## src/rtl/tweezer_pkg.sv

```systemverilog
// Shared definitions for the tweezer PI parameter path: sequencer states and
// the host register map.
package tweezer_pkg;

   typedef enum logic [2:0] {
      ST_IDLE        = 3'd0,
      ST_WAIT_SAMPLE = 3'd1,
      ST_APPLY_KP    = 3'd2,
      ST_APPLY_KI    = 3'd3,
      ST_RAMP        = 3'd4,
      ST_DONE        = 3'd5
   } seq_state_t;

   localparam logic [1:0] ADDR_KP     = 2'd0;
   localparam logic [1:0] ADDR_KI     = 2'd1;
   localparam logic [1:0] ADDR_TARGET = 2'd2;
   localparam logic [1:0] ADDR_STEP   = 2'd3;

   // kp, ki and target carry dirty flags; the ramp step does not
   localparam int NUM_DIRTY = 3;

endpackage

```

## src/rtl/setpoint_ramp.sv

```systemverilog
// Slew limiter: walks the setpoint toward a loaded target by |step| per sample,
// landing exactly on target; a zero step jumps straight there.
module setpoint_ramp
   import tweezer_pkg::*;
#(
   parameter int inputBitSize = 16
) (
   input  logic                    clk,
   input  logic                    reset,
   input  logic                    load,
   input  logic [inputBitSize-1:0] load_target,
   input  logic [inputBitSize-1:0] load_step,
   input  logic                    run,
   input  logic                    sample_valid,
   output logic [inputBitSize-1:0] setpoint,
   output logic                    at_target
);

   localparam int WX  = inputBitSize + 1;
   localparam int MSB = inputBitSize - 1;

   logic [inputBitSize-1:0] setpoint_reg;
   logic [inputBitSize-1:0] target_reg;
   logic [inputBitSize-1:0] step_reg;
   logic [inputBitSize-1:0] setpoint_next;

   // One extra bit keeps full-scale differences (e.g. max to min) from wrapping
   logic signed [WX-1:0] setpoint_ext;
   logic signed [WX-1:0] target_ext;
   logic signed [WX-1:0] step_ext;
   logic signed [WX-1:0] diff;
   logic signed [WX-1:0] diff_abs;
   logic signed [WX-1:0] step_abs;
   logic signed [WX-1:0] setpoint_sum;
   logic                 step_zero;
   logic                 advance;

   assign setpoint  = setpoint_reg;
   assign at_target = (setpoint_reg == target_reg);

   always_comb begin
      setpoint_ext  = $signed({setpoint_reg[MSB], setpoint_reg});
      target_ext    = $signed({target_reg[MSB], target_reg});
      step_ext      = $signed({step_reg[MSB], step_reg});
      diff          = target_ext - setpoint_ext;
      diff_abs      = diff[WX-1] ? -diff : diff;
      step_abs      = step_ext[WX-1] ? -step_ext : step_ext;
      step_zero     = (step_reg == '0);
      setpoint_sum  = diff[WX-1] ? (setpoint_ext - step_abs) : (setpoint_ext + step_abs);
      setpoint_next = setpoint_sum[MSB:0];
      if (step_zero || (diff_abs <= step_abs)) begin
         setpoint_next = target_reg;
      end
      advance = run && !at_target && (step_zero || sample_valid);
   end

   always_ff @(posedge clk) begin
      if (reset) begin
         setpoint_reg <= '0;
         target_reg   <= '0;
         step_reg     <= '0;
      end else begin
         if (load) begin
            target_reg <= load_target;
            step_reg   <= load_step;
         end
         if (advance) begin
            setpoint_reg <= setpoint_next;
         end
      end
   end

endmodule

```

## src/rtl/pi_param_sequencer.sv

```systemverilog
// Applies host-written PI coefficients and setpoint to a running PI loop,
// changing them only at controller sample boundaries.
module pi_param_sequencer
   import tweezer_pkg::*;
#(
   parameter int coeffBitSize = 10,
   parameter int inputBitSize = 16
) (
   input  logic                    clk,
   input  logic                    reset,
   input  logic                    wr_valid,
   input  logic [1:0]              wr_addr,
   input  logic [inputBitSize-1:0] wr_data,
   input  logic                    commit,
   input  logic                    sample_valid,
   output logic [coeffBitSize-1:0] PI_kp,
   output logic [coeffBitSize-1:0] PI_ki,
   output logic                    PI_kp_update,
   output logic                    PI_ki_update,
   output logic [inputBitSize-1:0] PI_setpoint,
   output logic                    busy,
   output logic                    commit_done
);

   seq_state_t state_reg;
   seq_state_t state_next;

   logic [coeffBitSize-1:0] kp_shadow_reg;
   logic [coeffBitSize-1:0] ki_shadow_reg;
   logic [inputBitSize-1:0] target_shadow_reg;
   logic [inputBitSize-1:0] step_shadow_reg;
   logic [NUM_DIRTY-1:0]    dirty_reg;
   logic [NUM_DIRTY-1:0]    snap_dirty_reg;
   logic [coeffBitSize-1:0] kp_snap_reg;
   logic [coeffBitSize-1:0] ki_snap_reg;
   logic                    pending_reg;
   logic [coeffBitSize-1:0] PI_kp_reg;
   logic [coeffBitSize-1:0] PI_ki_reg;
   logic                    kp_update_reg;
   logic                    ki_update_reg;

   logic [3:0]              wr_hit;
   logic [NUM_DIRTY-1:0]    dirty_merged;
   logic [coeffBitSize-1:0] kp_merged;
   logic [coeffBitSize-1:0] ki_merged;
   logic [inputBitSize-1:0] target_merged;
   logic [inputBitSize-1:0] step_merged;
   logic [inputBitSize-1:0] ramp_load_target;
   logic                    start;
   logic                    kp_load;
   logic                    ki_load;
   logic                    ramp_at_target;

   genvar gi;
   generate
      for (gi = 0; gi < 4; gi++) begin : g_wr_hit
         assign wr_hit[gi] = wr_valid && (wr_addr == 2'(gi));
      end
      // A write landing with the commit is part of the snapshot
      for (gi = 0; gi < NUM_DIRTY; gi++) begin : g_dirty
         assign dirty_merged[gi] = dirty_reg[gi] | wr_hit[gi];
      end
   endgenerate

   assign kp_merged     = wr_hit[ADDR_KP]     ? wr_data[coeffBitSize-1:0] : kp_shadow_reg;
   assign ki_merged     = wr_hit[ADDR_KI]     ? wr_data[coeffBitSize-1:0] : ki_shadow_reg;
   assign target_merged = wr_hit[ADDR_TARGET] ? wr_data : target_shadow_reg;
   assign step_merged   = wr_hit[ADDR_STEP]   ? wr_data : step_shadow_reg;

   // An untouched target holds the ramp where it is
   assign ramp_load_target = dirty_merged[ADDR_TARGET] ? target_merged : PI_setpoint;

   always_comb begin
      state_next = state_reg;
      start      = 1'b0;
      kp_load    = 1'b0;
      ki_load    = 1'b0;
      case (state_reg)
         ST_IDLE: begin
            if (commit || pending_reg) begin
               start      = 1'b1;
               state_next = ST_WAIT_SAMPLE;
            end
         end
         ST_WAIT_SAMPLE: begin
            if (sample_valid) begin
               kp_load    = snap_dirty_reg[ADDR_KP];
               state_next = ST_APPLY_KP;
            end
         end
         ST_APPLY_KP: begin
            ki_load    = snap_dirty_reg[ADDR_KI];
            state_next = ST_APPLY_KI;
         end
         ST_APPLY_KI: state_next = ST_RAMP;
         ST_RAMP: begin
            if (ramp_at_target) begin
               state_next = ST_DONE;
            end
         end
         ST_DONE: state_next = ST_IDLE;
         default: state_next = ST_IDLE;
      endcase
   end

   // Loads are registered on entry, so value and pulse are visible together
   // during APPLY_KP / APPLY_KI.
   always_ff @(posedge clk) begin
      if (reset) begin
         state_reg         <= ST_IDLE;
         kp_shadow_reg     <= '0;
         ki_shadow_reg     <= '0;
         target_shadow_reg <= '0;
         step_shadow_reg   <= '0;
         dirty_reg         <= '0;
         snap_dirty_reg    <= '0;
         kp_snap_reg       <= '0;
         ki_snap_reg       <= '0;
         pending_reg       <= 1'b0;
         PI_kp_reg         <= '0;
         PI_ki_reg         <= '0;
         kp_update_reg     <= 1'b0;
         ki_update_reg     <= 1'b0;
      end else begin
         state_reg         <= state_next;
         kp_shadow_reg     <= kp_merged;
         ki_shadow_reg     <= ki_merged;
         target_shadow_reg <= target_merged;
         step_shadow_reg   <= step_merged;
         if (start) begin
            kp_snap_reg    <= kp_merged;
            ki_snap_reg    <= ki_merged;
            snap_dirty_reg <= dirty_merged;
            dirty_reg      <= '0;
            pending_reg    <= 1'b0;
         end else begin
            dirty_reg <= dirty_merged;
            if (commit) begin
               pending_reg <= 1'b1;
            end
         end
         kp_update_reg <= kp_load;
         ki_update_reg <= ki_load;
         if (kp_load) begin
            PI_kp_reg <= kp_snap_reg;
         end
         if (ki_load) begin
            PI_ki_reg <= ki_snap_reg;
         end
      end
   end

   setpoint_ramp #(
      .inputBitSize(inputBitSize)
   ) u_ramp (
      .clk         (clk),
      .reset       (reset),
      .load        (start),
      .load_target (ramp_load_target),
      .load_step   (step_merged),
      .run         (state_reg == ST_RAMP),
      .sample_valid(sample_valid),
      .setpoint    (PI_setpoint),
      .at_target   (ramp_at_target)
   );

   assign PI_kp        = PI_kp_reg;
   assign PI_ki        = PI_ki_reg;
   assign PI_kp_update = kp_update_reg;
   assign PI_ki_update = ki_update_reg;
   assign busy         = (state_reg != ST_IDLE);
   assign commit_done  = (state_reg == ST_DONE);

endmodule
```

## config.mk

```make
export PLATFORM = sky130hd
export DESIGN_NAME = pi_param_sequencer
export DESIGN_NICKNAME = d
export VERILOG_FILES = /design/src/rtl/tweezer_pkg.sv /design/src/rtl/setpoint_ramp.sv /design/src/rtl/pi_param_sequencer.sv
export SDC_FILE = /design/constraint.sdc
export NUM_CORES = 1
export LEC_CHECK = 0
export CORE_ASPECT_RATIO = 0.75
export CORE_MARGIN = 1
export CORE_UTILIZATION = 64
export CTS_BUF_LIST = sky130_fd_sc_hd__clkbuf_16
export DETAILED_ROUTE_END_ITERATION = 8
export PLACE_DENSITY = 0.94
export SLEW_MARGIN = 15
export SYNTH_ARGS = -nofsm -noshare
export SYNTH_HDL_FRONTEND = slang
export SYNTH_SLANG_ARGS = --single-unit
```

## constraint.sdc

```tcl
create_clock -name clk -period 9.9 [get_ports clk]
set_clock_uncertainty 0.1 [all_clocks]
set_input_delay 1.485 -clock clk [delete_from_list [all_inputs] [get_ports clk]]
set_output_delay 1.485 -clock clk [all_outputs]
set_load 0.03 [all_outputs]
```

# Word-level counts from Yosys, hierarchy flattened
# Index checks and enable logic that the tools add are counted.
# op_classes
reduce_logical	16
order_cmp	1
bitwise	3
n_eq_ne	12
mux	18
addsub	5
# ops
operator	n
2-to-1 mux 16 bit	5
2-to-1 mux 17 bit	2
2-to-1 mux 10 bit	2
less-or-equal comparator 17 bit	1
negator 16 -> 17 bit	1
negator 17 bit	1
subtractor 16 x 16 -> 17 bit	1
adder 16 bit	1
equality test 16 bit	1
zero test 16 bit	1
subtractor 16 bit	1
one-hot mux 3 bit (5 select lines)	1
2-to-1 mux 3 bit	3
equality test 3 x 2 -> 1 bit, second input constant	2
equality test 3 bit, second input constant	2
logical AND 1 bit	6
inequality test 2 bit, second input constant	3
2-to-1 mux 1 bit	5
equality test 2 bit, second input constant	2
equality test 3 x 1 -> 1 bit, second input constant	1
zero test 3 bit	1
logical OR 1 bit	3
bitwise OR 1 bit	3
AND reduction 3 bit	1
5 further kinds	5
# totals
regBits	151
elab_cells	72
inputBits	23
output_inout_bits	40

# Logic depth before layout (Yosys ltp)
# logic_depth
word_depth	6
ltp_mapped	22
mapped_depth_nobuf	20

# Modules after synthesis
# From an unflattened synthesis, not the netlist that was laid out.
# hier_totals
cells_unflattened	1043
area_unflattened_um2	9007.4
# by_module_without_submodules
module	cells_per_inst	instances	seq_area_each_um2	area_per_inst_um2
setpoint_ramp	607	1	960.9	4875.9
pi_param_sequencer	436	1	2062.0	4131.5

# Least setup slack after synthesis
# No wires, ideal clock.
# synth_timing
path_kind	reg-to-reg
startpoint	reg u_ramp.setpoint_reg[1] (netlist: u_ramp.setpoint[1])
endpoint	reg u_ramp.setpoint_reg[2] (netlist: u_ramp.setpoint[2])
setup_ns	0.128
slack_ns	4.832
synth_period_minus_slack_ns	5.068
path_buffers	1
stages_incl_launch_ff	21
required_time_ns	9.672
t_arrival_ns	4.840
path_cell_list	dfxtp_1 > inv_1 > ha_1 > nor2b_1 > o31a_1 > o21a_1 > or3_1 > a2111oi_4 > nand3_1 > o41ai_1 > xnor2_1 > ha_1 > a21o_1 > a211oi_1 > mux2_2 > a31oi_1 > a31o_2 > buf_2 > mux2_2 > mux2i_1 > nor2_1
# synth_via
elab_chain_cells	6
word_cells_on_any_way	13
cone_classes	4 x add/sub; 1 x order compare; 1 x eq/ne; 3 x mux; 4 x reduce/logical
# synth_rtl
element	line_no	rtl
start: declaration	setpoint_ramp.sv:22	logic [inputBitSize-1:0] setpoint_reg;
start signal: assignment	setpoint_ramp.sv:68	setpoint_reg <= setpoint_next;
subtractor 16 x 16 -> 17 bit	setpoint_ramp.sv:45	diff = target_ext - setpoint_ext;
negator 17 bit	setpoint_ramp.sv:46	diff_abs = diff[WX-1] ? -diff : diff;
2-to-1 mux 17 bit	setpoint_ramp.sv:46	
less-or-equal comparator 17 bit	setpoint_ramp.sv:51	if (step_zero || (diff_abs <= step_abs)) begin
logical OR 1 bit	setpoint_ramp.sv:51	
2-to-1 mux 16 bit	setpoint_ramp.sv:51	
# Several ways; a longest one is shown, not always the timed one.
# A chain may end at the register's enable or synchronous reset.

# Worst setup path after layout
# layout_timing
startpoint	reg u_ramp.setpoint_reg[1] (netlist: u_ramp.setpoint[1])
endpoint	reg u_ramp.setpoint_reg[7] (netlist: u_ramp.setpoint[7])
# Same word-level chain as after synthesis.

==> run_results.csv <==
group,metric,value,unit
run_status,run_status,"finished, final reports clean",
synthesis,post_synth_xor_area_fraction,6.73,%
die,die_y,102,um
critical_path,reg2reg_slack,4.15,ns
final_layout,antenna_cells,0,
synthesis,synth-edff-count,0,
timing,clock.fmax,174,MHz
detailed_routing,drt.antenna.violating_nets,0,
timing,timing.hold.ws,0.353,ns
critical_path,timing.critical_path.required,10.09,ns
clocking,cts_repair_resize_count,0,
synthesis,synth_async_sr_flop_share,0,%
place,port_buffers,62,
synthesis,synth_cell_types,72,
min_path,whs_path_depth,2,
detailed_routing,maxUsedRoutingLayer,"met4",
clocking,cts-buffers-inserted,17,
global_routing,grt_antenna_before_repair,0,
detailed_routing,detailedRoute.firstIterationViolations,814,
synthesis,synthAdderAreaFrac,7.93,%
detailed_routing,post_drt_via_cell_ratio,6.51,
clocking,max-clock-path-buffers,2,
clocking,clk_pin_slew,0.06,ns
final_layout,nets,1128,
detailed_routing,detail_route.drc_violations,0,
detailed_routing,met3WireLength,2.42,mm
timing,post-route-period-util,58.1,%
synthesis,mappedNetlistNets,1098,
timing,finalSetupViolCount,0,
synthesis,most_area_hungry_cell_type_in_the_yosys_netlist,"sky130_fd_sc_hd__dfxtp_1",
synthesis,synth_top_family_by_area,"compound AO/OA/AOI/OAI gates",
min_path,hold_path.startpoint,"target_shadow_reg[1]",
detailed_routing,dr.pass1.iters,7,
min_path,worstHoldPathType,"reg2reg",
detailed_routing,via_count,8043,
die,initial_core_util,65.7,%
place,place_worst_setup_slack,4.32,ns
clocking,cts_sinks,151,
critical_path,cp-start-kind,"flip-flop",
place,gp_congestion,0.971,
synthesis,synth_most_common_cell,"sky130_fd_sc_hd__nand2_1",
die,num_rows,36,
timing,max_slew.worst_pin.slew,1.20,ns
flow_run,cap_viol_max_count,0,
synthesis,yosys-top-cells-count,"sky130_fd_sc_hd__nand2_1, sky130_fd_sc_hd__dfxtp_1, sky130_fd_sc_hd__a21oi_1",
synthesis,mappedNetlistArea,8550,um2
power,power.density,211,nW/um2
timing,report.final.hold_viol_count,0,
synthesis,cells_after_synth,1022,
timing,timing.final.crit_period,5.75,ns
global_routing,first_global_vias,7501,
die,design.core.area,13000,um2
critical_path,worst-endpoint-arrival,5.94,ns
clocking,postCtsSetupBuffers,0,
power,irDropWorstVdd,0.155,mV
synthesis,synth_seq_cells,151,
global_routing,grt_first_pass_wirelength,37.9,mm
synthesis,syn_warnings,0,
critical_path,worst_r2r_path_cells,19,
synthesis,synth_simple_gate_area_share,18.0,%
synthesis,netlist_top_cells_area,"sky130_fd_sc_hd__dfxtp_1, sky130_fd_sc_hd__ha_1, sky130_fd_sc_hd__nand2_1",
synthesis,synth_compound_gate_area_share,20.8,%
die,die_footprint,13800,um2
global_routing,grt_util_all_layers,35.6,%
detailed_routing,wl_met1,9.97,mm
power,power.static_leakage,3.75,nW
critical_path,worst_setup_path_startpoint,"u_ramp.setpoint[1]",
timing,fin_setup_tns,0,ns
critical_path,crit-reg2reg-capture,"u_ramp.setpoint[7]",
timing,maxSlewViolCount,0,
die,top_level_ports,63,
final_layout,share_of_layout_cells_above_drive_strength_1,5.92,%
detailed_routing,routed-wl-met2,11.1,mm
place,place_hpwl,16.3,mm
synthesis,synth_mux_area_share,6.75,%
critical_path,critical_path_class,"reg2reg",
detailed_routing,routed_wirelength,24.2,mm
critical_path,worstPathMaxFanout,18,
timing,grt_setup_unrepaired,"no",
clocking,cts_root_buffer,"sky130_fd_sc_hd__clkbuf_16",
final_layout,layout-area-overhead-vs-synth,14.0,%
clocking,hold_buffers,0,
power,pnr_total_power,2.06,mW
detailed_routing,wl_per_cell,19.6,um
die,die_x,135,um
synthesis,synthFlopType,"sky130_fd_sc_hd__dfxtp_1",
global_routing,globalRouteOverflowTotal,0,
global_routing,grt_max_degree,70,
synthesis,synth.avg_cell_area,8.37,um2
timing,slew_headroom,20.2,%
timing,finalWorstSetupSlack,4.15,ns
clocking,clk_latency,0.43,ns
final_layout,layout.core_utilization,74.9,%
clocking,cts_tree,"yes",
synthesis,yosysSeqAreaShare,35.4,%
critical_path,worst_setup_path_end_kind,"flip-flop",
min_path,hold_path_end,"target_shadow_reg[1]",
synthesis,share_of_yosys_cell_area_claimed_by_the_top_area_cell_type,35.4,%
clocking,cts.htree.levels,4,
critical_path,r2r_start,"u_ramp.setpoint[1]",
[per-stage QoR]
step	cells	instance area (um2)
after floorplan	1022	8550
after detailed placement	1204	9200
after global routing	1235	9750
after global placement	1204	9200
final	1235	9750
after CTS	1235	9750
[metal layers]
layer	global-route usage, %	vias up
li1	-	3684
met1	45.2	3827
met2	59.2	445
met3	7.99	87
met4	14.1	0
met5	0	-
[worst max-delay path by stage]
stage                                     to  slack [ns]  cells after the start
final                     u_ramp.setpoint[7]        4.15                     19
after global routing      u_ramp.setpoint[7]        3.69                     19
after CTS                 u_ramp.setpoint[7]        4.25                     19
after detailed placement  u_ramp.setpoint[7]        4.32                     19
after global placement    u_ramp.setpoint[7]        4.59                     19
after floorplan           u_ramp.setpoint[2]        4.83                     20
[cell type report]
cell class	count	area, um2
clock buffers	17	425
multi-input cells	780	5180
repair buffers	67	656
inverters	35	131
clock inverters	14	125
well taps	171	214
fillers	856	3270
flip-flops and latches	151	3020
[report_power, final]
part / leakage [nW] / internal [mW] / switching [mW] / total (mW)
clock: 0.269 / 0.347 / 0.274 / 0.620
sequential: 1.23 / 0.640 / 0.0339 / 0.674
combinational: 2.25 / 0.315 / 0.448 / 0.763
[logic make-up (layout without fill, tap and decap cells)]
kind of cell    Yosys count  after routing
other cells               1              1
xor+xnor                 64             64
buf+inv                  91            133
simple gates            342            342
mux                      57             57
compound gates          263            263
flops                   151            151
fa+ha+maj                53             53
[worst max-delay path: stages, from the launching register on]
cell and delay [ns]:
sky130_fd_sc_hd__dfxtp_1 0.51, sky130_fd_sc_hd__inv_1 0.09, sky130_fd_sc_hd__ha_1 0.32, sky130_fd_sc_hd__nor2b_1 0.16, sky130_fd_sc_hd__o31a_1 0.30, sky130_fd_sc_hd__o311ai_0 0.68, sky130_fd_sc_hd__nand2_1 0.15, sky130_fd_sc_hd__xnor2_1 0.30
sky130_fd_sc_hd__nand3_1 0.20, sky130_fd_sc_hd__o41ai_1 0.49, sky130_fd_sc_hd__xnor2_1 0.12, sky130_fd_sc_hd__ha_1 0.31, sky130_fd_sc_hd__a21o_1 0.12, sky130_fd_sc_hd__a211oi_1 0.08, sky130_fd_sc_hd__mux2_2 0.26, sky130_fd_sc_hd__a31oi_1 0.16
sky130_fd_sc_hd__a31o_2 0.60, sky130_fd_sc_hd__mux2_2 0.42, sky130_fd_sc_hd__mux2i_1 0.18, sky130_fd_sc_hd__nor2_1 0.06
[cell usage in the layout, fill, tap and decap left out, types with 35 or more instances in the layout]
cell                              count
sky130_fd_sc_hd__o22a_1              35
sky130_fd_sc_hd__nor2_1              84
sky130_fd_sc_hd__inv_1               36
sky130_fd_sc_hd__xnor2_1             35
sky130_fd_sc_hd__o21ai_0             38
sky130_fd_sc_hd__dfxtp_1            151
sky130_fd_sc_hd__clkdlybuf4s50_1     61
sky130_fd_sc_hd__nand2_1            160
sky130_fd_sc_hd__mux2i_1             52
sky130_fd_sc_hd__ha_1                51
sky130_fd_sc_hd__a21oi_1            100
(Power assumes the default switching activity.)
